<file path="src/rtl/cp0_pkg.sv">
// Shared CP0 constants: register numbers, Cause/Status bit positions,
// exception codes and the responder FSM state type.
package cp0_pkg;
  localparam logic [4:0] EXC_INT = 5'd0;
  localparam logic [4:0] EXC_RI  = 5'd10;
  localparam logic [4:0] EXC_OV  = 5'd12;

  localparam logic [4:0] REG_STATUS = 5'd12;
  localparam logic [4:0] REG_CAUSE  = 5'd13;
  localparam logic [4:0] REG_EPC    = 5'd14;

  localparam int BIT_IE  = 0;
  localparam int BIT_EXL = 1;
  localparam int BIT_IP2 = 10;

  typedef enum logic [1:0] {S_RUN, S_REDIRECT, S_HANDLER, S_RETURN} state_e;

  // Overflow outranks reserved-instruction, which outranks the interrupt.
  function automatic logic [4:0] exc_code(input logic ovf, input logic undef);
    if (ovf)        return EXC_OV;
    else if (undef) return EXC_RI;
    else            return EXC_INT;
  endfunction
endpackage

</file>
<file path="src/rtl/irq_pending_latch.sv">
// Rising-edge detector on the interrupt pin feeding the Cause.IP2 latch.
// A new edge in the same cycle as a clear keeps IP2 set.
module irq_pending_latch (
  input  logic clk,
  input  logic rst,
  input  logic irq_in,
  input  logic clr,
  output logic ip2
);
  logic irq_prev;

  always_ff @(posedge clk or negedge rst) begin
    if (!rst) begin
      irq_prev <= 1'b0;
      ip2      <= 1'b0;
    end else begin
      irq_prev <= irq_in;
      if (irq_in & ~irq_prev) ip2 <= 1'b1;
      else if (clr)           ip2 <= 1'b0;
    end
  end
endmodule

</file>
<file path="src/rtl/cp0_exc_unit.sv">
// CP0 exception/interrupt responder: saves EPC/Cause, flushes the pipe,
// redirects fetch to the handler and back to EPC on eret.
module cp0_exc_unit
  import cp0_pkg::*;
#(
  parameter logic [31:0] HANDLER_ADDR = 32'h0000_0080
) (
  input  logic        clk,
  input  logic        rst,
  input  logic        irq_in,
  input  logic        ex_valid,
  input  logic [31:0] ex_pc,
  input  logic        ovf_exc,
  input  logic        undef_exc,
  input  logic        eret,
  input  logic        cp0_we,
  input  logic [4:0]  cp0_addr,
  input  logic [31:0] cp0_wdata,
  output logic [31:0] cp0_rdata,
  output logic        flush_if,
  output logic        flush_id,
  output logic        flush_ex,
  output logic        pc_redirect,
  output logic [31:0] redirect_pc,
  output logic [31:0] epc,
  output logic [31:0] cause,
  output logic [31:0] status
);
  state_e      state, state_nx;
  logic        ie, exl, ip2;
  logic [4:0]  code;
  logic        take, exc, wr, eret_ok, ip2_clr;

  assign take    = ex_valid & ~exl & (ovf_exc | undef_exc | (ip2 & ie));
  // Only RUN acts on a take; the redirect/return bubbles never start one.
  assign exc     = take & (state == S_RUN);
  assign wr      = ex_valid & cp0_we & ~exc;
  assign eret_ok = (state == S_HANDLER) & eret & ex_valid;
  assign ip2_clr = (exc & ~ovf_exc & ~undef_exc)
                 | (wr & (cp0_addr == REG_CAUSE) & ~cp0_wdata[BIT_IP2]);

  irq_pending_latch u_irq (
    .clk    (clk),
    .rst    (rst),
    .irq_in (irq_in),
    .clr    (ip2_clr),
    .ip2    (ip2)
  );

  always_ff @(posedge clk or negedge rst) begin
    if (!rst) begin
      ie   <= 1'b1;
      exl  <= 1'b0;
      code <= EXC_INT;
      epc  <= 32'h0;
    end else if (exc) begin
      epc  <= ex_pc;
      code <= exc_code(ovf_exc, undef_exc);
      exl  <= 1'b1;
    end else begin
      if (wr) begin
        case (cp0_addr)
          REG_STATUS: begin
            ie  <= cp0_wdata[BIT_IE];
            exl <= cp0_wdata[BIT_EXL];
          end
          REG_CAUSE: code <= cp0_wdata[6:2];
          REG_EPC:   epc  <= cp0_wdata;
          default: ;
        endcase
      end
      if (eret_ok) exl <= 1'b0;
    end
  end

  always_ff @(posedge clk or negedge rst) begin
    if (!rst) state <= S_RUN;
    else      state <= state_nx;
  end

  always_comb begin
    state_nx    = state;
    flush_if    = 1'b0;
    flush_id    = 1'b0;
    flush_ex    = 1'b0;
    pc_redirect = 1'b0;
    redirect_pc = 32'h0;
    case (state)
      S_RUN: begin
        if (take) begin
          flush_if = 1'b1;
          flush_id = 1'b1;
          flush_ex = 1'b1;
          state_nx = S_REDIRECT;
        end
      end
      S_REDIRECT: begin
        pc_redirect = 1'b1;
        redirect_pc = HANDLER_ADDR;
        flush_if    = 1'b1;
        state_nx    = S_HANDLER;
      end
      S_HANDLER: begin
        if (eret_ok) begin
          flush_if = 1'b1;
          flush_id = 1'b1;
          state_nx = S_RETURN;
        end
      end
      S_RETURN: begin
        pc_redirect = 1'b1;
        redirect_pc = epc;
        flush_if    = 1'b1;
        state_nx    = S_RUN;
      end
      default: state_nx = S_RUN;
    endcase
  end

  assign status = {30'h0, exl, ie};
  assign cause  = {21'h0, ip2, 3'h0, code, 2'h0};

  always_comb begin
    cp0_rdata = 32'h0;
    case (cp0_addr)
      REG_STATUS: cp0_rdata = status;
      REG_CAUSE:  cp0_rdata = cause;
      REG_EPC:    cp0_rdata = epc;
      default: ;
    endcase
  end
endmodule

</file>
<file path="config.mk">
export PLATFORM = sky130hd
export DESIGN_NAME = cp0_exc_unit
export DESIGN_NICKNAME = d
export VERILOG_FILES = /design/src/rtl/cp0_pkg.sv /design/src/rtl/irq_pending_latch.sv /design/src/rtl/cp0_exc_unit.sv
export SDC_FILE = /design/constraint.sdc
export NUM_CORES = 1
export LEC_CHECK = 0
export ABC_AREA = 1
export CORE_UTILIZATION = 36
export CTS_CLUSTER_DIAMETER = 30
export DETAILED_ROUTE_END_ITERATION = 8
export HOLD_SLACK_MARGIN = 0.03
export PLACE_DENSITY = 0.8
export SYNTH_ARGS = -nofsm -noshare
export SYNTH_HDL_FRONTEND = slang
export SYNTH_SLANG_ARGS = --single-unit
</file>
<file path="constraint.sdc">
create_clock -name clk -period 1.77 [get_ports clk]
set_input_delay 0.354 -clock clk [delete_from_list [all_inputs] [get_ports clk]]
set_output_delay 0.354 -clock clk [all_outputs]
set_load 0.01 [all_outputs]
</file>
==> results.toml, run 1 <==
[global_route]
grt_pass1_vias = 3878
antenna_found_initial = 0
grt_max_degree = 32
grt_overflow = 0
track_usage = 0.245
grt_pass1_wl_um = 19300

[floorplanning]
pin_count = 241
die_h_um = 101
die-width_um = 101
die_area_um2 = 10300
rows = 35
coreArea_um2 = 9420
start_util = 0.377

[placed_design]
globalplace.congestion = 0.932
placed_cells = 887
dp_worst_setup_slack_ns = -0.634
place_area_um2 = 5510
hpwl_um = 9040
portBuffers = 184

[cells_and_area]
area_growth_pct = 69.8
stdcell_area_um2 = 6030
diodes = 0
drive_gt1_frac = 0.273
final_common_cell = "nand2_1"
finish.net_count = 869
instances_no_fill = 916
layout_common_cells = "nand2_1, clkdlybuf4s50_1, inv_1"

[routing]
wl_per_cell_um = 14.1
antenna_left = 0
drcViolationCount = 0
first_pass_iters = 5
num_vias = 4155
drtIter0Drc = 145
vias_per_cell = 4.54
wl_um = 12900

[min_path]
holdCritPathClass = "flop to flop"

[power_and_ir_drop]
p_per_area_nw_per_um2 = 1150
finalPower_uw = 6950
p_leak_uw = 0.00356
vdd_drop_max_mv = 0.941

[sta]
finalCriticalPeriod_ns = 1.86
rsz0062_at_grt = "true"
fmax_mhz = 539
tns_ns = -1.32
post-route-period-util = 1.05
slew_viol_final = 0
clock_skew_ns = 0.0117
setup_ws_ns = -0.0857
setup_viol = 23
finalHoldViolCount = 0

[setup_path]
worstSetupStartpointType = "flop"
max_stage_delay_ns = 0.47
required_ns = 1.42
slowest_stage = "dfrtp_2"
worstSetupEndpointType = "output pin"
crit_fanout = 6
path_class = "flop to output pin"
crit_arrival_ns = 1.50
cp_cell_sequence = "ha_4 > buf_6 > buf_12 > nand2_2 > inv_1 > buf_2"

[logic_synthesis]
yosysWarnings = 0
syn_inst = 563
synth.area.mux_share = 0
synth_xor_area_frac = 0
synth_fa_ha_area_frac = 0.0176
seq_area_frac_synth = 0.303
ys_ff_latch = 43
synth_cell_types = 25
yosys.area_share.simple = 0.368
synth_compound_area_frac = 0.0113
syn-cell-area_um2 = 3550
syn_avg_cell_area_um2 = 6.30
synth_top_family_by_area = "simple AND/OR/NAND/NOR gates"

[run_status]
violations = "negative setup slack"
status = "finished, violations left"

[cts]
cts_num_sinks = 43
cts_tree = "built"
cts_buffer_depth = 2
ctsRootBufferMaster = "clkbuf_8"
htree_levels = 2
clk_pin_slew_ns = 0.08
clkLatencyLatePin_ns = 0.29
cts_buffers = 5

[job]
drv_cap = 0
[routing by layer]
metal	share of wire	vias to the layer above	track usage
met5	0	-	0
met4	0.021	0	0.0769
met3	0.076	23	0.0297
met2	0.53	181	0.451
met1	0.37	1936	0.296
li1	-	2015	-
[synthesized netlist by cell type]
library cell / number / area (um2)
buf_4: 63 / 473
clkbuf_1: 11 / 41.3
nor2_2: 1 / 6.26
nand2_4: 1 / 11.3
o21bai_1: 1 / 7.51
buf_6: 3 / 33.8
nor2_4: 1 / 11.3
buf_2: 7 / 35.0
inv_2: 1 / 3.75
nand3_2: 1 / 10.0
nand2_1: 164 / 616
conb_1: 1 / 3.75
nand4_1: 30 / 188
inv_4: 1 / 6.26
inv_1: 124 / 465
nand3_1: 62 / 310
a22oi_1: 1 / 7.51
a21oi_1: 1 / 5.00
nand3_4: 1 / 17.5
o21ai_0: 4 / 20.0
nand2_2: 1 / 6.26
nor2_1: 35 / 131
dfstp_2: 1 / 26.3
dfrtp_1: 42 / 1050
ha_1: 5 / 62.6
[sequential cells by signal (all words and copies together), names as in the netlist]
name,flops
state,2
ie,1
exl,1
u_irq.ip2,1
epc,32
u_irq.irq_prev,1
code,5
[final cells by class]
cell class	instances	area, um2
repair buffers	246	2290
multi-input cells	365	1920
well taps	129	161
clock inverters	1	5.00
clock buffers	6	82.6
inverters	126	483
fillers	828	3390
flip-flops and latches	43	1080
[per-stage QoR]
| step | hold slack, ns | util |
|---|---|---|
| 2_1_floorplan | 0.0584 | - |
| 3_3_place_gp | 0.340 | 0.585 |
| 3_5_place_dp | 0.340 | 0.585 |
| 4_1_cts | 0.530 | 0.621 |
| 5_1_grt | 0.556 | 0.640 |
| 6_report | 0.539 | 0.640 |
[final timing paths]
check	from	to	cells past startpoint	slack (ns)
max in group asynchronous	rst	ie$_DFFE_PN1P_	3	0.63
min in group asynchronous	rst	epc[6]$_DFFE_PN0P_	2	0.56
worst max-delay path	state[0]$_DFFE_PN0P_	redirect_pc[11]	6	-0.09
worst max register to register	state[1]$_DFFE_PN0P_	u_irq.ip2$_DFFE_PN0P_	9	0.11
worst min register to register	u_irq.irq_prev$_DFF_PN0_	u_irq.ip2$_DFFE_PN0P_	3	0.54
worst min-delay path	u_irq.irq_prev$_DFF_PN0_	u_irq.ip2$_DFFE_PN0P_	3	0.54
[kinds of logic after synthesis]
group | after synthesis
and+or+nand+nor | 297
buffers and inverters | 210
DFF | 43
AOI/OAI and AO/OA | 7
adders and majority gates | 5
other | 1
[power by group]
part / switching (uW) / total, uW / internal, uW
logic: 2180 / 4330 / 2150
registers: 590 / 2000 / 1410
clock network: 317 / 623 / 306
[worst max-delay path, delay by kind of cell, from the launching register on]
| kind | cells | cell delay [ns] |
|---|---|---|
| fa+ha+maj | 1 | 0.22 |
| buf+inv | 4 | 0.45 |
| flops | 1 | 0.47 |
| simple gates | 1 | 0.06 |
[timing repair]
item / CTS / global route
pin swaps: 14 / 11
endpoints found under the setup margin: 96 / 93
hold endpoints to repair: 4 / 0
setup buffers: 16 / 1
resized for setup: 356 / 63
hold buffers: 1 / 0
cloned: 6 / 0
(Power assumes the default switching activity.)
==> run 2: changes to the inputs <==
--- a/config.mk
+++ b/config.mk
@@ -9,6 +9,7 @@
 export CORE_UTILIZATION = 36
 export CTS_CLUSTER_DIAMETER = 30
 export DETAILED_ROUTE_END_ITERATION = 8
+export GPL_ROUTABILITY_DRIVEN = 0
 export HOLD_SLACK_MARGIN = 0.03
 export PLACE_DENSITY = 0.8
 export SYNTH_ARGS = -nofsm -noshare
==> run 2 against run 1 <==
The run still ends with negative setup slack left. Global-route usage down 1.4 points. Routed wire length up 1.1%. Core utilization down 0.73 points. Hold slack worse by 0.053 ns. Fmax down 0.22%. Clock power up 8.8%. Critical endpoint is now flush_if. Setup slack worse by 0.0041 ns. Via count up 0.82%. Cell count unchanged. Die area unchanged. Sequential power down 3%. Largest cell class unchanged. Power up 0.14%.
==> results.toml, run 2 (synthesized netlist as in run 1, its figures left out) <==
[sta]
rsz0062_at_grt = "true"
setup_ws_ns = -0.0899
setup_viol = 6
finalCriticalPeriod_ns = 1.86
post-route-period-util = 1.05
finalHoldViolCount = 0
clock_skew_ns = 0.00877
fmax_mhz = 538
slew_viol_final = 0

[cts]
clkLatencyLatePin_ns = 0.29
clk_pin_slew_ns = 0.08
cts_buffer_depth = 2
ctsRootBufferMaster = "clkbuf_8"
cts_num_sinks = 43
cts_tree = "built"
htree_levels = 2
cts_buffers = 5

[setup_path]
slowest_stage = "dfrtp_1"
r2r_cells = 10
path_delay_family = "flip-flops"
worstSetupEndpointType = "output pin"
worstSetupStartpointType = "flop"
cp_cell_sequence = "buf_6 > ha_4 > nor2_4 > inv_2 > nor2_2 > a22oi_2 > buf_2"
path_class = "flop to output pin"
required_ns = 1.42
worstSetupPathDepth = 7
max_stage_delay_ns = 0.43
path_buf_inv = 3
crit_fanout = 2
crit_arrival_ns = 1.51

[floorplanning]
die_area_um2 = 10300
start_util = 0.377
pin_count = 241
coreArea_um2 = 9420
die_h_um = 101
die-width_um = 101
rows = 35

[routing]
wl_per_cell_um = 14.3
drcViolationCount = 0
drtIter0Drc = 170
highest_layer = "met4"
antenna_left = 0
wl_met1_um = 5120
first_pass_iters = 4
vias_per_cell = 4.57
wl_met2_um = 6980
wl_um = 13100
routed-wl-met3_um = 755
num_vias = 4189

[cells_and_area]
area_growth_pct = 67.8
finish.net_count = 868
largestRegisters = "epc: 32 flops, code: 5 flops, state: 2 flops"
largest_reg_flops = 32
final_common_cell = "nand2_1"
ff_latch_area_um2 = 1080
largest-register = "epc"
layout_common_cells = "nand2_1, inv_1, clkdlybuf4s50_1"
drive_gt1_frac = 0.250
n_fill_cell = 803
multi_input_area_um2 = 1860
diodes = 0

[power_and_ir_drop]
p_int_uw = 3930
p_per_area_nw_per_um2 = 1170
swShare = 0.435
finalPower_uw = 6960
pwr-share-clk = 0.097
p_leak_uw = 0.00356
vdd_drop_max_mv = 0.991
pwr-share-comb = 0.622
seqPwrFrac = 0.281
p_switching_uw = 3030

[placed_design]
portBuffers = 184
hpwl_um = 8780
dp_worst_setup_slack_ns = -0.627

[global_route]
antenna_found_initial = 0
grt_overflow = 0
grt_pass1_vias = 3763
grt_max_degree = 42
track_usage = 0.231
grt_pass1_wl_um = 18500

[run_status]
status = "finished, violations left"
violations = "negative setup slack"

[min_path]
worstHoldPathCells = 3
holdCritPathClass = "flop to flop"

[job]
drv_cap = 0
## run 2: changes by cell type in the layout (fill, tap and decap cells not counted), moves of 3 or more
cell,delta
buf_2,+8
nand2_1,+8
buf_6,-7
inv_1,+7
inv_2,-7
nor2_1,+7
nand2_4,-5
clkdlybuf4s15_1,-4
nand2_2,-4
nor2_2,-4
nor2_4,-3
## run 2: stage by stage
stage               TNS (ns)  hold WS, ns  utilization  cell area (um2)  cells
floorplan                  0       0.0584            -             3760    618
CTS                   -0.340        0.491        0.609             5730    913
finish                -0.213        0.486        0.633             5960    916
global placement      -36.82        0.279        0.584             5500    886
detailed placement    -39.58        0.288        0.584             5500    886
global route          -0.795        0.520        0.633             5960    916
## run 2: timing repair
item / CTS / global route
pin swaps: 14 / 17
setup endpoints to repair: 101 / 74
hold buffers: 1 / 0
setup buffers: 15 / 4
cloned: 5 / 2
hold endpoints to repair: 12 / 0
resized for setup: 341 / 59
## run 2: final timing paths
| kind | start | end | slack, ns |
|---|---|---|---|
| max | state[0]$_DFFE_PN0P_ | flush_if | -0.09 |
| min | u_irq.irq_prev$_DFF_PN0_ | u_irq.ip2$_DFFE_PN0P_ | 0.49 |
| max reg2reg | state[1]$_DFFE_PN0P_ | epc[25]$_DFFE_PN0P_ | 0.05 |
| min reg2reg | u_irq.irq_prev$_DFF_PN0_ | u_irq.ip2$_DFFE_PN0P_ | 0.49 |
| max in group asynchronous | rst | state[1]$_DFFE_PN0P_ | 0.74 |
| min in group asynchronous | rst | epc[2]$_DFFE_PN0P_ | 0.53 |
## run 2: cell type report
class                           instances  area share
Sequential cell                        43       0.181
Tap cell                              129      0.0271
Multi-Input combinational cell        365       0.312
Clock buffer                            8      0.0168
Inverter                              126      0.0819
Timing Repair Buffer                  245       0.381
## run 2: metal layers
layer,track usage,vias up
li1,-,2017
met1,0.286,1996
met2,0.421,160
met3,0.0297,16
met4,0.0647,0
met5,0,-
## run 2: power groups by stage
| stage | registers (uW) | logic [uW] | clock network [uW] |
|---|---|---|---|
| global route | 2010 | 4690 | 734 |
| global placement | 1870 | 3530 | 0 |
| detailed placement | 1900 | 3630 | 0 |
| finish | 1950 | 4330 | 678 |
| CTS | 1900 | 4010 | 688 |
| floorplan | 1950 | 1640 | 0 |
## run 2: worst register-to-register path, delay by kind of cell, from the launching register on
| kind | cells | cell delay (ns) |
|---|---|---|
| buffers and inverters | 5 | 0.69 |
| DFF | 1 | 0.45 |
| and+or+nand+nor | 4 | 0.36 |
| adders and majority gates | 1 | 0.15 |
==> variant: new RTL, settings of run 2 <==
Reset style: synchronous (`rst`), changed in 3 clocked blocks.
--- a/src/rtl/irq_pending_latch.sv
+++ b/src/rtl/irq_pending_latch.sv
@@ -9,7 +9,7 @@
 );
   logic irq_prev;
 
-  always_ff @(posedge clk or negedge rst) begin
+  always_ff @(posedge clk) begin
     if (!rst) begin
       irq_prev <= 1'b0;
       ip2      <= 1'b0;
--- a/src/rtl/cp0_exc_unit.sv
+++ b/src/rtl/cp0_exc_unit.sv
@@ -47,7 +47,7 @@
     .ip2    (ip2)
   );
 
-  always_ff @(posedge clk or negedge rst) begin
+  always_ff @(posedge clk) begin
     if (!rst) begin
       ie   <= 1'b1;
       exl  <= 1'b0;
@@ -73,7 +73,7 @@
     end
   end
 
-  always_ff @(posedge clk or negedge rst) begin
+  always_ff @(posedge clk) begin
     if (!rst) state <= S_RUN;
     else      state <= state_nx;
   end
Behaviour: differs if rst is asserted again (counterexample within 4 cycles, from zero or initial values and one cycle with rst low); with rst held inactive, the same outputs for 10 cycles.
==> variant against run 2 <==
Combinational power is 36% lower. Sequential cell count stayed put. Routed wire length is 5.1% lower. Design area is 5.6% lower. Critical path type unchanged. Critical endpoint is now pc_redirect. Synthesized area is 2.0% lower. Total power is 27% lower. Worst setup slack better by 100 ps. Clock skew is 5.0 ps lower.
==> variant: results (changes against run 2) <==
rr_worst_depth: 9  # was 10
rr_startpoint: "state[0]$_SDFFE_PN0P_"  # was state[1]$_DFFE_PN0P_
layout.nets: 879  # was 868
fin_ws_ps: 13.17  # was -89.87 ps
cts-resized-gates: 204  # was 341
yosys-top-cells-area: "dfxtp_1, inv_1, buf_4"  # was dfrtp_1, nand2_1, buf_4
synthArstFlopShare_pct: 0  # was 100.0%
r2r-end: "epc[6]$_SDFFE_PN0P_"  # was epc[25]$_DFFE_PN0P_
vias: 4192  # was 4189
vdd_drop_max_mv: 0.5486  # was 0.9909 mV
syn-cell-area_mm2: 0.003477  # was 0.003550 mm²
hold_start: "code[0]$_SDFFE_PN0P_"  # was u_irq.irq_prev$_DFF_PN0_
whs_endpoint: "code[0]$_SDFFE_PN0P_"  # was u_irq.ip2$_DFFE_PN0P_
worst_ep_arrival_time_ps: 1400  # was 1510 ps
fillCellCount: 880  # was 803
ys_seq_area_share_pct: 24.76  # was 30.35%
sh_seq_area_pct: 15.44  # was 18.11%
status: "complete, no violations"  # was finished with violations
clkCellAreaFrac_pct: 2.091  # was 1.680%
cp-endpoint: "pc_redirect"  # was flush_if
place_ws_ps: -625.3  # was -626.9 ps
buffers: 244  # was 245
grt_max_degree: 33  # was 42
drive_above_1_share_pct: 20.93  # was 25.03%
pg_seq_uw: 1490  # was 1950 µW
hold_path_depth: 2  # was 3
final-nonclk-buf-share_pct: 37.99  # was 38.08%
startpoint: "state[1]$_SDFFE_PN0P_"  # was state[0]$_DFFE_PN0P_
multi_input_area_share_pct: 32.74  # was 31.23%
drt_iter0_markers: 180  # was 170
r2r_slack_ps: 120  # was 50 ps
p_sw_uw: 2076  # was 3032 µW
synth_top_flop_cell: "dfxtp_1"  # was dfrtp_1
hold-worst-slack_ps: 506.3  # was 485.9 ps
clock_buffers: 6  # was 8
-- variant: cell types whose count changed in the layout (fill, tap and decap cells not counted), moves of 11 or more --
cell	change
nand3_1	+24
a21oi_1	+33
dfxtp_1	+41
inv_1	+14
clkbuf_2	+31
buf_2	-26
dfrtp_1	-41
nor2_1	+11
nand2_1	-47
-- variant: critical path, stage by stage (launching register included) --
cell and delay, ps:
dfxtp_4 390, inv_4 60, ha_4 160, nor2_2 100, inv_1 70, buf_4 130, clkdlybuf4s15_2 220
-- variant: per-layer routing --
layer | routed length [µm] | GRT usage [%] | share of wire [%] | vias to the layer above
met2 | 6408 | 43.26 | 52 | 178
met4 | 299 | 7.581 | 2.4 | 0
met5 | 0 | 0 | 0 | -
met3 | 741 | 2.159 | 6.0 | 19
met1 | 4941 | 28.80 | 40 | 1892
li1 | - | - | - | 2103
